## src/rtl/bottle_pkg.sv

```systemverilog
// ---------------------------------------------------------------------------
// bottle_pkg
// Shared definitions for the jump path: the default command width, the jump
// charger state type and the distance defaults that the game fsm also uses.
// ---------------------------------------------------------------------------
package bottle_pkg;

  // Default width of jump_dist and of the charge count
  localparam int DEF_DIST_W     = 8;
  // Default number of frame ticks per +1 of charge
  localparam int DEF_CHARGE_DIV = 4;
  // Distance fired for a tap shorter than one charge period
  localparam int DEF_MIN_DIST   = 1;
  // Saturation value of the charge count
  localparam int DEF_MAX_DIST   = 30;

  // Jump charger states, fixed 2-bit encoding
  typedef enum logic [1:0] {
    IDLE   = 2'd0,
    CHARGE = 2'd1,
    FIRE   = 2'd2,
    LOCK   = 2'd3
  } jump_state_t;

endpackage : bottle_pkg

```

## src/rtl/charge_prescaler.sv

```systemverilog
// ---------------------------------------------------------------------------
// charge_prescaler
// Tick-enabled modulo-DIV counter. inc is high in the cycle where an enabled
// count would wrap from DIV-1 back to 0, i.e. once every DIV enabled ticks.
//
// Ports
//   clk    in   system clock
//   clr_n  in   asynchronous active-low reset
//   clear  in   synchronous clear, wins over en
//   en     in   count enable (already qualified with the frame tick)
//   inc    out  wrap pulse, combinational from en and the count
// ---------------------------------------------------------------------------
module charge_prescaler
  import bottle_pkg::*;
#(
  parameter int DIV = DEF_CHARGE_DIV
) (
  input  logic clk,
  input  logic clr_n,
  input  logic clear,
  input  logic en,
  output logic inc
);

  // A DIV of 1 still needs a 1-bit counter; it simply never leaves 0.
  localparam int            CW   = (DIV > 1) ? $clog2(DIV) : 1;
  localparam logic [CW-1:0] LAST = CW'(DIV - 1);
  localparam logic [CW-1:0] ONE  = CW'(1);

  logic [CW-1:0] cnt_r;
  logic          at_last_s;

  assign at_last_s = (cnt_r == LAST);
  assign inc       = en && at_last_s;

  // Prescale counter: clears synchronously, otherwise counts enabled ticks mod DIV
  always_ff @(posedge clk or negedge clr_n) begin
    if (!clr_n) begin
      cnt_r <= '0;
    end else if (clear) begin
      cnt_r <= '0;
    end else if (en) begin
      cnt_r <= at_last_s ? '0 : (cnt_r + ONE);
    end else begin
      cnt_r <= cnt_r;
    end
  end

endmodule : charge_prescaler

```

## src/rtl/jump_charger.sv

```systemverilog
// ---------------------------------------------------------------------------
// jump_charger
// Turns how long the debounced jump button is held into a one-frame jump_dist
// command for the game fsm. All state moves only on frame_tick cycles, so the
// charge rate is tied to the render frame rate rather than to clk.
//
// Ports
//   clk          in   system clock
//   clr_n        in   asynchronous active-low reset
//   frame_tick   in   1-cycle strobe per render frame
//   jump_btn     in   debounced button level, 1 = pressed
//   busy         in   fsm is animating a jump; new presses are ignored
//   restart      in   synchronous clear, overrides every other input
//   jump_dist    out  fired distance, nonzero for one frame, else 0
//   charging     out  1 while charging (decoded from state)
//   charge_lvl   out  live charge count for the display
//   end_of_jump  out  1-cycle pulse on the tick that returns jump_dist to 0
//
// Build option
//   JUMP_AUTOFIRE_EN  when defined, a charge sitting at MAX_DIST fires on the
//                     next tick even if the button is still held; LOCK then
//                     waits for the release before re-arming.
// ---------------------------------------------------------------------------
module jump_charger
  import bottle_pkg::*;
#(
  parameter int DIST_W     = DEF_DIST_W,
  parameter int CHARGE_DIV = DEF_CHARGE_DIV,
  parameter int MIN_DIST   = DEF_MIN_DIST,
  parameter int MAX_DIST   = DEF_MAX_DIST
) (
  input  logic              clk,
  input  logic              clr_n,
  input  logic              frame_tick,
  input  logic              jump_btn,
  input  logic              busy,
  input  logic              restart,
  output logic [DIST_W-1:0] jump_dist,
  output logic              charging,
  output logic [DIST_W-1:0] charge_lvl,
  output logic              end_of_jump
);

  localparam logic [DIST_W-1:0] MIN_V = DIST_W'(MIN_DIST);
  localparam logic [DIST_W-1:0] MAX_V = DIST_W'(MAX_DIST);
  localparam logic [DIST_W-1:0] ONE_V = DIST_W'(1);

  jump_state_t       state_r;
  jump_state_t       state_nxt_s;
  logic [DIST_W-1:0] charge_lvl_r;
  logic [DIST_W-1:0] charge_lvl_nxt_s;
  logic [DIST_W-1:0] jump_dist_r;
  logic [DIST_W-1:0] jump_dist_nxt_s;
  logic              end_of_jump_r;
  logic              end_of_jump_nxt_s;

  logic              presc_clear_s;
  logic              presc_en_s;
  logic              presc_inc_s;

  // The prescaler only runs while charging with the button held; on every
  // other tick it is parked at 0 so a fresh charge always starts clean.
  assign presc_en_s    = frame_tick && (state_r == CHARGE) && jump_btn;
  assign presc_clear_s = restart || (frame_tick && (state_r != CHARGE));

  charge_prescaler #(
    .DIV (CHARGE_DIV)
  ) u_prescaler (
    .clk   (clk),
    .clr_n (clr_n),
    .clear (presc_clear_s),
    .en    (presc_en_s),
    .inc   (presc_inc_s)
  );

  // Next-state and next-output logic; everything holds on non-tick cycles
  always_comb begin
    state_nxt_s       = state_r;
    charge_lvl_nxt_s  = charge_lvl_r;
    jump_dist_nxt_s   = jump_dist_r;
    end_of_jump_nxt_s = 1'b0;

    if (frame_tick) begin
      case (state_r)
        IDLE: begin
          // A press while busy is dropped, not queued.
          if (jump_btn && !busy) begin
            state_nxt_s      = CHARGE;
            charge_lvl_nxt_s = '0;
          end else begin
            state_nxt_s = IDLE;
          end
        end

        CHARGE: begin
          if (!jump_btn) begin
            state_nxt_s     = FIRE;
            jump_dist_nxt_s = (charge_lvl_r == '0) ? MIN_V : charge_lvl_r;
          end
`ifdef JUMP_AUTOFIRE_EN
          else if (charge_lvl_r == MAX_V) begin
            state_nxt_s     = FIRE;
            jump_dist_nxt_s = MAX_V;
          end
`endif
          else if (presc_inc_s) begin
            // Saturate rather than wrap once the ceiling is reached.
            charge_lvl_nxt_s = (charge_lvl_r >= MAX_V) ? MAX_V : (charge_lvl_r + ONE_V);
          end else begin
            charge_lvl_nxt_s = charge_lvl_r;
          end
        end

        FIRE: begin
          state_nxt_s       = LOCK;
          jump_dist_nxt_s   = '0;
          charge_lvl_nxt_s  = '0;
          end_of_jump_nxt_s = 1'b1;
        end

        LOCK: begin
          // Require a seen release so a long hold cannot re-trigger.
          if (!jump_btn && !busy) begin
            state_nxt_s = IDLE;
          end else begin
            state_nxt_s = LOCK;
          end
        end

        default: begin
          state_nxt_s      = IDLE;
          charge_lvl_nxt_s = '0;
          jump_dist_nxt_s  = '0;
        end
      endcase
    end else begin
      state_nxt_s = state_r;
    end
  end

  // State and output registers with async reset and restart as sync clear
  always_ff @(posedge clk or negedge clr_n) begin
    if (!clr_n) begin
      state_r       <= IDLE;
      charge_lvl_r  <= '0;
      jump_dist_r   <= '0;
      end_of_jump_r <= 1'b0;
    end else if (restart) begin
      state_r       <= IDLE;
      charge_lvl_r  <= '0;
      jump_dist_r   <= '0;
      end_of_jump_r <= 1'b0;
    end else begin
      state_r       <= state_nxt_s;
      charge_lvl_r  <= charge_lvl_nxt_s;
      jump_dist_r   <= jump_dist_nxt_s;
      end_of_jump_r <= end_of_jump_nxt_s;
    end
  end

  assign jump_dist   = jump_dist_r;
  assign charge_lvl  = charge_lvl_r;
  assign end_of_jump = end_of_jump_r;
  assign charging    = (state_r == CHARGE);

endmodule : jump_charger

```

## config.mk

```make
export PLATFORM = sky130hd
export DESIGN_NAME = jump_charger
export DESIGN_NICKNAME = d
export VERILOG_FILES = /design/src/rtl/bottle_pkg.sv /design/src/rtl/charge_prescaler.sv /design/src/rtl/jump_charger.sv
export SDC_FILE = /design/constraint.sdc
export NUM_CORES = 1
export LEC_CHECK = 0
export BUFFER_PORTS_ARGS = -buffer_cell sky130_fd_sc_hd__buf_2
export CORE_MARGIN = 10
export CORE_UTILIZATION = 57
export DETAILED_ROUTE_END_ITERATION = 8
export HOLD_SLACK_MARGIN = 0.12
export PLACE_DENSITY = 0.87
export RECOVER_POWER = 25
export SYNTH_ARGS = -nofsm -noshare
export SYNTH_HDL_FRONTEND = slang
export SYNTH_SLANG_ARGS = --single-unit
```

## constraint.sdc

```tcl
create_clock -name clk -period 2.6 [get_ports clk]
set_input_delay 0.26 -clock clk [delete_from_list [all_inputs] [get_ports clk]]
set_output_delay 0.26 -clock clk [all_outputs]
set_load 0.03 [all_outputs]
```

==> results of run 1 <==
how the worst max path moves through the flow:
| stage | from | end | slack, ns | depth (start not counted) |
|---|---|---|---|---|
| floorplan | charge_lvl[6] | jump_dist[1] | 0.65 | 4 |
| global placement | charge_lvl[6] | jump_dist[1] | 0.78 | 4 |
| detailed placement | charge_lvl[6] | jump_dist[1] | 0.74 | 4 |
| CTS | charge_lvl[6] | jump_dist[1] | 0.73 | 4 |
| global route | u_prescaler.cnt_r[0] | charge_lvl[3] | 0.65 | 5 |
| finish | charge_lvl[6] | jump_dist[1] | 0.72 | 4 |
logic make-up (layout without fill, tap and decap cells):
family | after synthesis | after routing
fa+ha+maj | 4 | 4
compound gates | 22 | 22
buf+inv | 17 | 41
mux | 10 | 10
flops | 21 | 21
simple gates | 43 | 43
layout make-up:
cell class	instances	area (um2)
Timing Repair Buffer	24	124
Multi-Input combinational cell	79	549
Tap cell	27	33.8
Fill cell	163	614
Inverter	13	48.8
Sequential cell	21	526
Clock buffer	4	26.3
layer usage:
layer,global-route usage,vias to the layer above,wire [um]
met2,0.185,18,1110
met4,0.0588,0,31
met3,0.0395,4,141
met5,0,-,0
li1,-,456,-
met1,0.142,433,1180
power by group through the flow:
stage	sequential [mW]	combinational, mW	clock (mW)
6_report	0.336	0.0685	0.155
5_1_grt	0.337	0.0761	0.170
4_1_cts	0.336	0.0692	0.162
3_5_place_dp	0.342	0.0676	0
3_3_place_gp	0.342	0.0662	0
2_1_floorplan	0.348	0.0381	0
flip-flops by register name, summed over array words and instances (netlist names):
name,flops
jump_dist,8
state_r,2
u_prescaler.cnt_r,2
end_of_jump,1
charge_lvl,8
repair_timing:
action / CTS / global route
endpoints found under the hold margin: 21 / 0
setup endpoints to repair: 0 / 0
hold buffers: 1 / 0
synth_stat cells, types with 3 or more instances:
| master | n | area [um2] |
|---|---|---|
| ha_1 | 4 | 50.1 |
| nor2b_1 | 3 | 18.8 |
| clkbuf_1 | 3 | 11.3 |
| o21ai_0 | 6 | 30.0 |
| mux2i_1 | 9 | 90.1 |
| nand2b_1 | 4 | 25.0 |
| nor2_1 | 6 | 22.5 |
| a311oi_1 | 3 | 26.3 |
| a211oi_1 | 3 | 22.5 |
| inv_1 | 13 | 48.8 |
| nor3_1 | 6 | 30.0 |
| dfrtp_1 | 21 | 526 |
| nand2_1 | 8 | 30.0 |
critical path, cell delays in order, from the launching register on:
cell     delay (ns)
dfrtp_1        0.44
or3_4          0.41
or4_4          0.49
and3_1         0.19
mux2_2         0.25
==> run metrics, run 1 <==
Hold Path Class in2reg; final total power about 0.56 mW; Synth Area in Compound Gates 0.133; Syn Area/Cell 9.74 um2; Hold Slack 0.286 ns; fin area 1310 um2; Tot GR Track Use 0.118; largest family of logic cells by synthesized area simple AND/OR/NAND/NOR gates; setup_tns 0 ns; DRT iter0 DRCs 22; Mapped Cells about 120; fin util 0.680; Synth Area in Simple Gates 0.216; Final period util 0.724; Congestion Overflow GR 0; htree depth 1; Syn Nets around 130; worst r2r dst jump_dist[1]; Max-Cap Viols 0; non-filler instance count after layout between 150 and 200; dpl cells roughly 160; Synth Area in XOR/XNOR 0; most common cell after layout, fill and taps aside buf_2; Routability Congestion between 0.8 and 0.9; Net Sw Frac 0.259; Layout area overhead 14.7%; detailed-router iteration count before antenna repair 4; vias in the first global route roughly 880; Syn. warnings 0; clk slew on worst S/H paths between 0.1 and 0.15 ns; WS Path Type reg2reg; Hold Fails Final Rpt 0; clk root buf clkbuf_4; row count 16; diode count 0; mux contribution to synthesized area 0.0889; die area ~4200 um2; adder-cell area share of the yosys netlist 0.0439; Routed Antenna Nets 0; Die Y 64.7 um; Final Net Count roughly 150; outcome finished, final reports clean; final setup vio count 0; Worst Hold Endpoint state_r[0]; largest vdd supply drop 275 uV; WL final between 2000 and 2500 um; clock insertion delay at the later pin of the skew report 0.30 ns; RSZ-0062 raised after global routing no; post-cts sizing count 0; Critical Path RT 2.80 ns; IO Port Bufs 23; Cells on Worst Hold Path 2; setup ws final just over 0.7 ns; Worst Hold Launch frame_tick; Worst R2R Path Depth 4; CP Max Fanout 5; normalized max-slew margin 0.265; fin. max-slew vios 0; Post-synth EDFFs 0; NetSw between 0.1 and 0.15 mW; P_leak 0.682 nW; flop and latch count out of synthesis 21; clock share of power 0.277; number of distinct library cells after synthesis 36; CTS Sinks 21; antenna violations before repair 0; Worst setup EP type flip-flop; largest net degree at the start of global routing 22; routed wire length per instance ~15 um; Mapped Area between 1000 and 1500 um2; Comb pwr share 0.122; fmax ~530 MHz; Cell Area, Placed approximately 1300 um2; Longest Clk Path Bufs 2; # IOs 24; mean number of vias per cell 5.42; worst slack, placed approximately 0.74 ns; CORE AREA roughly 1900 um2; die outline width 64.7 um; Power Dens Cells approximately 430 nW/um2; register share of total power 0.600; Starting Density 0.593; DR vias slightly above 900; post-detail-place hpwl between 1500 and 2000 um; Power Internal ~0.41 mW; Final min period ~1.9 ns; flop2flop setup slack 0.72 ns; share of layout cells above drive strength 1 0.206; top_reg_cell synth dfrtp_1; register area share after synthesis 0.461; Final Skew about 0.0022 ns; startpoint types flip-flop; Residual DRC 0; first-pass GRT wire length 4040 um; postcts setup bufs 0; post-synthesis async set-or-reset flop share 1.00; commonest cells after routing, fill and taps aside buf_2 (22), dfrtp_1 (21), inv_1 (13); Num CTS Buffers 3; Slew @ Worst Pin about 1.1 ns; CP Data Arrival Time around 2.1 ns; RR Startpoint charge_lvl[6]; TritonCTS clock tree yes
Power figures use the tool's default switching activity.
==> inputs of run 2 (changes only) <==
--- a/config.mk
+++ b/config.mk
@@ -7,10 +7,10 @@
 export LEC_CHECK = 0
 export BUFFER_PORTS_ARGS = -buffer_cell sky130_fd_sc_hd__buf_2
 export CORE_MARGIN = 10
-export CORE_UTILIZATION = 57
+export CORE_UTILIZATION = 53
 export DETAILED_ROUTE_END_ITERATION = 8
 export HOLD_SLACK_MARGIN = 0.12
-export PLACE_DENSITY = 0.87
+export PLACE_DENSITY = 0.82
 export RECOVER_POWER = 25
 export SYNTH_ARGS = -nofsm -noshare
 export SYNTH_HDL_FRONTEND = slang
==> constraint.sdc (replaced) <==
create_clock -name clk -period 1.85 [get_ports clk]
set_input_delay 0.185 -clock clk [delete_from_list [all_inputs] [get_ports clk]]
set_output_delay 0.185 -clock clk [all_outputs]
set_load 0.03 [all_outputs]
==> run 2 against run 1 <==
- critical path depth is the same
- via count increased by 5.9%
- clock skew up 0.010 ns
- sequential share of layout area decreased by 2.4 points
- sequential power rose by 40%
- register-to-register slack worse by 0.66 ns
- global-route usage is 0.56 points higher
- utilization grew 2.2 points
- setup slack worse by 0.66 ns
- clock power grew 46%
- total power up 44%
==> run metrics, run 2 (synthesized netlist as in run 1, its figures left out) <==
die area 4410 um2 (+5.2%); Hold Path Class in2reg; Longest Clk Path Bufs 2 (unchanged); first-pass GRT wire length 4380 um (+8.5%); P_leak 0.738 nW (+8.2%); Critical Path RT 2.07 ns (-0.73 ns); Starting Density 0.569 (-0.0237); Max-Cap Viols 0 (unchanged); # IOs 24 (unchanged); DR vias 965 (+5.9%); CP Data Arrival Time 2.01 ns (-0.07 ns); detailed-router iteration count before antenna repair 4 (unchanged); clk slew on worst S/H paths 0.13 ns (+0.02 ns); Final Net Count 163 (+7.2%); row count 16 (unchanged); Die Y 66.4 um (+2.6%); Layout area overhead 23.3%; Worst setup EP type flip-flop; Residual DRC 0 (unchanged); post-detail-place hpwl 1920 um (+6.7%); RSZ-0062 raised after global routing no; fmax 559 MHz (+5.3%); Power Dens Cells 573 nW/um2 (+34%); share of layout cells above drive strength 1 0.316 (+0.110); largest net degree at the start of global routing 22 (unchanged); mean number of vias per cell 5.39 (-0.58%); CORE AREA 2000 um2 (+4.2%); outcome finished, final reports clean; Final min period 1.79 ns (-0.0944 ns); TritonCTS clock tree yes; normalized max-slew margin 0.250 (-0.0144); largest vdd supply drop 500 uV (+82%); IO Port Bufs 23 (unchanged); Routability Congestion 0.883 (+8.3%); CP Max Fanout 4 (-1); antenna violations before repair 0 (unchanged); diode count 0 (unchanged); WS Path Type reg2reg; clk root buf clkbuf_4; Routed Antenna Nets 0 (unchanged); CTS Sinks 21 (unchanged); htree depth 1 (unchanged); Congestion Overflow GR 0 (unchanged); fin util 0.702 (+0.0215); Slew @ Worst Pin 1.12 ns (+0.0215 ns); final setup vio count 0 (unchanged); Tot GR Track Use 0.124 (+0.00559); routed wire length per instance 15.1 um (+2.8%); commonest cells after routing, fill and taps aside buf_2 (22), dfrtp_1 (17), inv_1 (12); WL final 2700 um (+9.5%); Num CTS Buffers 3 (unchanged); fin. max-slew vios 0 (unchanged); startpoint types flip-flop; DRT iter0 DRCs 28 (+27%); die outline width 66.4 um (+2.6%); clock insertion delay at the later pin of the skew report 0.32 ns (+0.02 ns); Final Skew 0.0126 ns (+0.0104 ns); vias in the first global route 955 (+8.4%); setup_tns 0 ns (unchanged); fillers 157 (-3.7%); most common cell after layout, fill and taps aside buf_2; Hold Fails Final Rpt 0 (unchanged); Final period util 0.967 (+0.242)
-- run 2: worst max-delay path, stage by stage, from the launching register on --
cell     delay, ns
dfrtp_2       0.44
or3_4         0.38
or4_4         0.42
and3_1        0.19
mux2_2        0.26
-- run 2: through the flow --
| step | total power [mW] | hold WS [ns] | worst slack (ns) | area [um2] | instances |
|---|---|---|---|---|---|
| 2_1_floorplan | 0.544 | -0.111 | 0.00865 | 1140 | 117 |
| 5_1_grt | 0.837 | 0.223 | 0.0103 | 1410 | 179 |
| 3_3_place_gp | 0.579 | 0.159 | 0.0831 | 1320 | 169 |
| 4_1_cts | 0.802 | 0.193 | 0.0314 | 1360 | 174 |
| 6_report | 0.805 | 0.197 | 0.0620 | 1410 | 179 |
| 3_5_place_dp | 0.583 | 0.165 | 0.0501 | 1320 | 169 |
-- run 2: power breakdown --
part | internal, mW | leakage [nW] | switching, mW | total [mW]
clock network | 0.0809 | 0.0177 | 0.146 | 0.227
logic | 0.0390 | 0.437 | 0.0667 | 0.106
registers | 0.466 | 0.284 | 0.00634 | 0.472
total | 0.586 | 0.738 | 0.219 | 0.805
-- run 2: worst paths after layout --
kind | start | end | slack [ns] | depth (start not counted)
worst max-delay path | charge_lvl[6] | jump_dist[1] | 0.06 | 4
worst min-delay path | frame_tick | state_r[0] | 0.20 | 2
worst max register to register | charge_lvl[6] | jump_dist[1] | 0.06 | 4
worst min register to register | jump_dist[1] | jump_dist[1] | 0.52 | 1
max in group asynchronous | clr_n | charge_lvl[1] | 0.50 | 2
min in group asynchronous | clr_n | jump_dist[6] | 0.59 | 2
-- run 2: final cells by class --
class / count / area, um2 / share of cell area
clock inverters: 1 / 5.00 / 0.00356
flip-flops and latches: 21 / 531 / 0.378
multi-input cells: 79 / 558 / 0.397
well taps: 27 / 33.8 / 0.0240
repair buffers: 35 / 206 / 0.147
inverters: 13 / 48.8 / 0.0347
clock buffers: 3 / 22.5 / 0.0160
-- run 2: repair_timing --
action,in CTS,in global routing
resized for setup,1,3
setup buffers,0,5
setup endpoints to repair,1,3
endpoints found under the hold margin,21,0
hold buffers,1,0
-- run 2: metal layers --
| metal | vias to the layer above | track usage | share of wire |
|---|---|---|---|
| li1 | 480 | - | - |
| met1 | 450 | 0.148 | 0.45 |
| met2 | 31 | 0.203 | 0.46 |
| met3 | 4 | 0.0339 | 0.073 |
| met4 | 0 | 0.0497 | 0.012 |
| met5 | - | 0 | 0 |
